--- config.mk ---
export PLATFORM = sky130hd
export DESIGN_NAME = filt3x3_sched
export DESIGN_NICKNAME = d
export VERILOG_FILES = /design/src/rtl/filt3x3_sched.sv
export SDC_FILE = /design/constraint.sdc
export NUM_CORES = 1
export LEC_CHECK = 0
export ABC_AREA = 1
export BUFFER_PORTS_ARGS = -buffer_cell sky130_fd_sc_hd__buf_2
export CAP_MARGIN = 20
export CELL_PAD_IN_SITES_DETAIL_PLACEMENT = 1
export CELL_PAD_IN_SITES_GLOBAL_PLACEMENT = 2
export CORE_MARGIN = 5
export CORE_UTILIZATION = 31
export CTS_BUF_LIST = sky130_fd_sc_hd__clkbuf_4
export DETAILED_ROUTE_END_ITERATION = 10
export PLACE_DENSITY = 0.9
export SYNTH_ARGS = -nofsm -noshare
export SYNTH_HDL_FRONTEND = slang
export SYNTH_SLANG_ARGS = --single-unit
--- constraint.sdc ---
create_clock -name clk -period 3.45 [get_ports clk]
set_clock_uncertainty 0.15 [all_clocks]
set_input_delay 0.345 -clock clk [delete_from_list [all_inputs] [get_ports clk]]
set_output_delay 0.345 -clock clk [all_outputs]
set_load 0.05 [all_outputs]
--- src/rtl/filt3x3_sched.sv ---
// Raster-order sequencer feeding a 3x3 RGB444 window to a filter and writing its result back.
// Per pixel: 10 fetch + FILT_LAT wait + 1 write cycles; no backpressure, memories respond in fixed time.
module filt3x3_sched #(
    parameter int IMG_W    = 160,
    parameter int IMG_H    = 120,
    parameter int ADDR_W   = 15,
    parameter int FILT_LAT = 4
) (
    input  logic              clk,
    input  logic              reset_n,
    input  logic              start,
    output logic [ADDR_W-1:0] src_addr,
    output logic              src_rd,
    input  logic [11:0]       src_data,
    output logic [107:0]      color_data,
    input  logic [11:0]       filter_rgb,
    output logic [ADDR_W-1:0] dst_addr,
    output logic [11:0]       dst_data,
    output logic              dst_we,
    output logic              busy,
    output logic              done
);
    localparam int CW = $clog2(FILT_LAT + 10);
    localparam logic [ADDR_W-1:0] ONE  = ADDR_W'(1);
    localparam logic [ADDR_W-1:0] W_A  = ADDR_W'(IMG_W);
    localparam logic [ADDR_W-1:0] XMAX = ADDR_W'(IMG_W - 1);
    localparam logic [ADDR_W-1:0] YMAX = ADDR_W'(IMG_H - 1);
    localparam logic [CW-1:0] FETCH_LAST = CW'(9);
    localparam logic [CW-1:0] WAIT_LAST  = CW'(FILT_LAT - 1);

    typedef enum logic [2:0] {S_IDLE, S_FETCH, S_WAIT, S_WRITE, S_DONE} state_t;

    state_t            state_q, state_d;
    logic [ADDR_W-1:0] x_q, x_d, y_q, y_d, row_q, row_d;
    logic [CW-1:0]     cnt_q, cnt_d;
    logic [8:0][11:0]  window_q, window_d;
    logic [ADDR_W-1:0] src_addr_q, src_addr_d, dst_addr_q, dst_addr_d;
    logic [11:0]       dst_data_q, dst_data_d;
    logic              src_rd_q, src_rd_d, dst_we_q, dst_we_d;
    logic              busy_q, busy_d, done_q, done_d;
    logic [3:0]        slot;

    // Neighbour address for window slot k, clamped to the frame edges.
    function automatic logic [ADDR_W-1:0] slot_addr(input logic [ADDR_W-1:0] x,
                                                    input logic [ADDR_W-1:0] y,
                                                    input logic [ADDR_W-1:0] row,
                                                    input logic [3:0] k);
        logic [ADDR_W-1:0] xl, xr, ru, rd, r, c;
        xl = (x == '0)   ? x   : x - ONE;
        xr = (x == XMAX) ? x   : x + ONE;
        ru = (y == '0)   ? row : row - W_A;
        rd = (y == YMAX) ? row : row + W_A;
        case (k)
            4'd1:    begin r = row; c = xl; end
            4'd2:    begin r = row; c = xr; end
            4'd3:    begin r = ru;  c = x;  end
            4'd4:    begin r = rd;  c = x;  end
            4'd5:    begin r = ru;  c = xl; end
            4'd6:    begin r = ru;  c = xr; end
            4'd7:    begin r = rd;  c = xl; end
            4'd8:    begin r = rd;  c = xr; end
            default: begin r = row; c = x;  end
        endcase
        return r + c;
    endfunction

    always_comb begin
        state_d    = state_q;
        x_d        = x_q;
        y_d        = y_q;
        row_d      = row_q;
        cnt_d      = cnt_q;
        window_d   = window_q;
        src_addr_d = '0;
        src_rd_d   = 1'b0;
        dst_addr_d = '0;
        dst_data_d = '0;
        dst_we_d   = 1'b0;
        busy_d     = 1'b0;
        done_d     = 1'b0;
        slot       = 4'(cnt_q) - 4'd1;
        case (state_q)
            S_IDLE: begin
                if (start) begin
                    state_d  = S_FETCH;
                    x_d      = '0;
                    y_d      = '0;
                    row_d    = '0;
                    cnt_d    = '0;
                    src_rd_d = 1'b1;
                    busy_d   = 1'b1;
                end
            end
            S_FETCH: begin
                busy_d = 1'b1;
                // Read data trails its strobe by one cycle, so capture lags the issue slot.
                if (cnt_q != '0) window_d[4'd8 - slot] = src_data;
                if (cnt_q == FETCH_LAST) begin
                    state_d = S_WAIT;
                    cnt_d   = '0;
                end else begin
                    cnt_d = cnt_q + CW'(1);
                    if (cnt_q < CW'(8)) begin
                        src_rd_d   = 1'b1;
                        src_addr_d = slot_addr(x_q, y_q, row_q, 4'(cnt_d));
                    end
                end
            end
            S_WAIT: begin
                busy_d = 1'b1;
                if (cnt_q == WAIT_LAST) begin
                    state_d    = S_WRITE;
                    dst_we_d   = 1'b1;
                    dst_addr_d = row_q + x_q;
                    dst_data_d = filter_rgb;
                end else begin
                    cnt_d = cnt_q + CW'(1);
                end
            end
            S_WRITE: begin
                if (x_q == XMAX && y_q == YMAX) begin
                    state_d = S_DONE;
                    done_d  = 1'b1;
                end else begin
                    if (x_q == XMAX) begin
                        x_d   = '0;
                        y_d   = y_q + ONE;
                        row_d = row_q + W_A;
                    end else begin
                        x_d = x_q + ONE;
                    end
                    state_d    = S_FETCH;
                    cnt_d      = '0;
                    src_rd_d   = 1'b1;
                    src_addr_d = row_d + x_d;
                    busy_d     = 1'b1;
                end
            end
            default: state_d = S_IDLE;
        endcase
    end

    always_ff @(posedge clk or negedge reset_n) begin
        if (!reset_n) begin
            state_q    <= S_IDLE;
            x_q        <= '0;
            y_q        <= '0;
            row_q      <= '0;
            cnt_q      <= '0;
            window_q   <= '0;
            src_addr_q <= '0;
            src_rd_q   <= 1'b0;
            dst_addr_q <= '0;
            dst_data_q <= '0;
            dst_we_q   <= 1'b0;
            busy_q     <= 1'b0;
            done_q     <= 1'b0;
        end else begin
            state_q    <= state_d;
            x_q        <= x_d;
            y_q        <= y_d;
            row_q      <= row_d;
            cnt_q      <= cnt_d;
            window_q   <= window_d;
            src_addr_q <= src_addr_d;
            src_rd_q   <= src_rd_d;
            dst_addr_q <= dst_addr_d;
            dst_data_q <= dst_data_d;
            dst_we_q   <= dst_we_d;
            busy_q     <= busy_d;
            done_q     <= done_d;
        end
    end

    assign src_addr   = src_addr_q;
    assign src_rd     = src_rd_q;
    assign color_data = window_q;
    assign dst_addr   = dst_addr_q;
    assign dst_data   = dst_data_q;
    assign dst_we     = dst_we_q;
    assign busy       = busy_q;
    assign done       = done_q;
endmodule

# Word-level counts from Yosys, hierarchy flattened
# Cells that the tools add are included.
# W data, S select, Z words.
# word_totals
regBits	206
input_bits	27
out_inout_bits	154
word_cells	131
# op_classes
reduce_logical	18
magnitude_cmp	3
n_eq_ne	21
mux	57
addsub	11
# op_table
cell	count
$mux W15	26
$pmux W15 S2	6
$bwmux W108	1
$demux W12 S4	1
$add A15 B15 Y15	3
$mux W12	3
$add A15 B1 Y15 const B	2
$logic_not A15 Y1	2
$eq A4 B3 Y1 const B	4
$mux W4	4
$pmux W4 S4	1
$add A15 B8 Y15 const B	1
$eq A15 B7 Y1 const B	1
$eq A15 B8 Y1 const B	1
$sub A15 B1 Y15 const B	1
$sub A15 B8 Y15 const B	1
$eq A4 B2 Y1 const B	3
$mux W3	4
$ne A2 B2 Y1 const B	6
$pmux W3 S4	1
$reduce_or A3 Y1	4
$eq A4 B4 Y1 const B	2
$mux W1	8
$reduce_and A4 Y1	2
17 further kinds	22

# Depth between registers and ports, before layout
# logic_depth
word_depth	11
mapped_depth	23
depth_no_buf	23

# Least setup slack after synthesis
# No wires, ideal clock.
# synth_timing
kind	register -> register
from	register cnt_q[0]
to	register src_addr_q[11], in the netlist src_addr[11]
n_path_buf	0
setup_slack_ns	0.180
setup_ns	0.082
period_less_slack_ns	3.270
t_required_ns	3.218
stages_incl_launch_ff	22
t_arrival_ns	3.037
cell_sequence	dfrtp_1 > ha_1 > inv_1 > nand2_1 > nand2_1 > nand3_1 > o21ai_4 > nor2_1 > nor2_2 > nand2_1 > nand2_1 > o311ai_0 > ha_1 > a21oi_1 > o21ai_0 > a21oi_1 > nor2_1 > nor2_1 > nor2_1 > o21ai_0 > nand2_1 > o22ai_1
# synth_via
elab_chain_len	11
elab_cells_between_ends	27
classes_between	2 x add/sub; 1 x order compare; 9 x eq/ne; 11 x mux; 4 x reduce/logical
# synth_rtl
element	line	source
from (decl)	35	logic [CW-1:0] cnt_q, cnt_d;
from (signal assigned)	163	cnt_q <= cnt_d;
$add A4 B1 Y4	102	cnt_d = cnt_q + CW'(1);
$eq A4 B4 Y1, or another cell as far along	53	case (k)
$reduce_or A3 Y1 (no line)	-	
$pmux W15 S2	53	
$mux W15	103	if (cnt_q < CW'(8)) begin
$mux W15	98	if (cnt_q == FETCH_LAST) begin
$mux W15	82	case (state_q)
$add A15 B15 Y15	64	return r + c;
$mux W15	103	
$mux W15 (*)	98	
$pmux W15 S2 (*)	82	
named net src_addr_d[11]	37	logic [ADDR_W-1:0] src_addr_q, src_addr_d, dst_addr_q, dst_addr_d;
to (signal assigned)	165	src_addr_q <= src_addr_d;
to (decl)	37	
# The timed path passes the listed nets; every way through them passes the cells marked *. The select of a mux whose other input is x is not followed.
# A chain may end at the register's enable or synchronous reset.

# Final worst setup path
# layout_timing
from	register cnt_q[1]
to	register src_addr_q[11], in the netlist src_addr[11]
# Same word-level chain as after synthesis.

==> results.toml <==
[run_status]
outcome = "finished clean"

[floorplanning]
rows = 67
io_pins = 181
die_h_um = 195
design.core.area_mm2 = 0.0337
die_w_um = 195
dieArea_mm2 = 0.0381
start_util_pct = 31.6

[sta]
maxClockFrequency_mhz = 296
hold_viol = 0
period_share_pct = 97.8
setup_violations = 0
rsz0062_at_grt = "true"
fin_crit_ns = 3.38
setup_tns_ns = 0
relSlewSlack_pct = 57.3
finalMaxSlewViolations = 0
tightest_slew_ns = 0.637

[logic_synthesis]
avgSynthCellArea_um2 = 7.97
synth.most_common_cell = "nand2_1"
netlist_top_cells_count = "327 x nand2_1, 201 x dfrtp_1, 181 x o21ai_0"
synth_top_cell_by_area = "dfrtp_1"
synth_seq_area_share_pct = 47.3
ys_ff_latch = 201
synth_area_leaders = "dfrtp_1 47%, nand2_1 12%, o21ai_0 8.5%, inv_1 5.4%, ha_1 4.9%"
ys_async_sr_fraction_pct = 100
synth_cell_types = 55
yosys_warnings = 0
synth_edf_count = 0
syn-cell-area_mm2 = 0.0106
synth_ff_type = "dfrtp_1"
synth_top_area_share_pct = 47.3
synthCells = 1334

[worst_setup_path]
path_buf_inv = 1
cp.depth = 21
crit_family = "simple AND/OR/NAND/NOR gates"
reg2reg_slack_ns = 0.07
ff2ff_path_depth = 21
reg2reg_to = "src_addr[11]"
cp.arrival_ns = 3.88
cp_max_fo = 8
r2r-start = "cnt_q[1]"
cpPeakStageDelay_ns = 0.46
cp-endpoint = "src_addr[11]"
end_kind = "flop"
crit_start = "cnt_q[1]"
crit_type = "reg2reg"
cpMaxStageDelayCell = "dfrtp_2"
cp_cell_sequence = "ha_4, nand2_4, nand2_4, nand2_8, o21ai_4, o21ai_4, nor2_4, nor2_4, nand2_1, nand2_1, o311ai_2, ha_1, a21oi_2, o21ai_2, a21oi_2, nor2_2, nor2_2, nor2_1, buf_4, nor3_1, o22ai_1"
cp-start-kind = "flop"
cp.required_ns = 3.95

[pwr]
leakage_nw = 7.39
p_per_area_mw_per_mm2 = 365
irDropWorstVdd_mv = 0.255

[clocking]
h-tree-depth = 2
clk_latency_ns = 0.79
cts.sinks = 201
clk_path_buf_depth = 3
root_buffer = "clkbuf_4"
cts_inserted_buffers = 59
path_clk_slew_ns = 0.07
cts_tree = "done"

[placed_design]
port_buffers = 180
dp_cells = 2009
hpwlAfterDp_um = 29000
gp_congestion = 0.896

[final_layout]
syn_to_final_growth_pct = 33.9
fin_util_pct = 42.3
final_nets = 1740
drive_gt1_share_pct = 29.7
fin_cells = 2157

[routing]
wl_per_cell_um = 18.4
vias = 10700
wl_um = 39700
dr.pass1.iters = 5
vias_per_cell = 4.96
drc = 0
drtAntennaViolNets = 0
dr.first_iter.drc_count = 443

[grt]
first_global_vias = 11700
grt_pass1_wl_um = 62500
grt_max_degree = 54
grt_use_total_pct = 20.3
antenna_found_initial = 1
overflow = 0

[worst_hold_path]
hp-class = "in2reg"

[job]
cap_violations = 0
==> layout make-up <==
cell class                      instances  area, um^2
Timing Repair Buffer                  315        2030
Multi-Input combinational cell        933        5290
Clock buffer                           87         653
Fill cell                            4187       19500
Clock inverter                         11        56.3
Antenna cell                            1        2.50
Inverter                              161         612
Tap cell                              448         561
Sequential cell                       201        5030
==> worst min-delay path by stage <==
stage	start	end	slack (ns)	cells after the start
6_report	filter_rgb[3]	dst_data[3]	0.22	4
3_5_place_dp	reset_n	x_q[13]	0.28	1
5_1_grt	filter_rgb[1]	dst_data[1]	0.18	4
2_1_floorplan	reset_n	busy	-0.10	0
3_3_place_gp	reset_n	x_q[13]	0.27	1
4_1_cts	filter_rgb[3]	dst_data[3]	0.13	4
==> cell usage in the layout, fill, tap and decap left out, drive strengths merged, types with 10 or more instances in the layout <==
cell / synthesis / final
nand2: 332 / 332
buf: 12 / 287
dfrtp: 201 / 201
o21ai: 197 / 197
inv: 159 / 159
nor2: 108 / 108
clkbuf: 28 / 88
nand3: 63 / 63
a21oi: 46 / 46
ha: 42 / 42
nor3: 34 / 34
dlygate4sd3: 0 / 27
nand4: 21 / 21
xor2: 20 / 20
o22ai: 18 / 18
clkinv: 2 / 10
==> logic make-up after synthesis <==
group / count (synthesis) / share of synthesized area [%]
AOI/OAI and AO/OA: 297 / 15.5
other: 1 / 0.0353
DFF: 201 / 47.3
xor gates and xnor gates: 23 / 1.89
and+or+nand+nor: 569 / 22.9
buffers and inverters: 201 / 7.43
adders and majority gates: 42 / 4.94
==> routing by layer <==
| metal | vias to the layer above | track usage, % | wire, um |
|---|---|---|---|
| met2 | 278 | 34.9 | 19400 |
| met5 | - | 0 | 0 |
| met4 | 0 | 8.51 | 1480 |
| met3 | 83 | 6.15 | 2650 |
| met1 | 5232 | 23.7 | 16200 |
| li1 | 5105 | - | - |
==> metrics by stage <==
stage                     setup slack (ns)  hold slack [ns]  cell area [um^2]  total power, mW
after global placement             0.00988            0.275             12600             2.98
final                               0.0742            0.220             14200             5.20
after floorplan                      0.180           -0.101             10600             2.79
after detailed placement            -0.122            0.278             12600             2.99
after CTS                          0.00847            0.127             13600             5.29
after global routing                -0.193            0.175             14200             5.47
==> flip-flops by register name, indices dropped and copies added, names as in the netlist <==
| signal | cells |
|---|---|
| state_q | 3 |
| src_addr | 15 |
| dst_addr | 15 |
| x_q | 15 |
| color_data | 108 |
| cnt_q | 4 |
| busy | 1 |
| row_q | 10 |
| src_rd | 1 |
| dst_data | 12 |
| dst_we | 1 |
| done | 1 |
| y_q | 15 |
==> timing repair <==
item	in CTS	in global routing
endpoints found under the hold margin	307	0
hold buffers	28	0
pin swaps	1	45
buffers inserted	1	20
setup endpoints to repair	4	8
gates resized for setup	5	133
==> worst register-to-register path, delay by kind of cell, from the launching register on <==
family          cells  cell delay (ns)
simple gates       11             1.03
flops               1             0.46
fa+ha+maj           2             0.55
buf+inv             1             0.13
compound gates      7             0.93
==> where the power goes <==
| part | leakage (nW) | total [mW] | switching (mW) | internal [mW] |
|---|---|---|---|---|
| combinational | 4.58 | 0.509 | 0.398 | 0.111 |
| clock | 0.430 | 2.23 | 1.09 | 1.14 |
| sequential | 2.38 | 2.46 | 0.0381 | 2.42 |
| total | 7.39 | 5.20 | 1.53 | 3.68 |
Note: power is estimated with default switching activity, not from simulation.
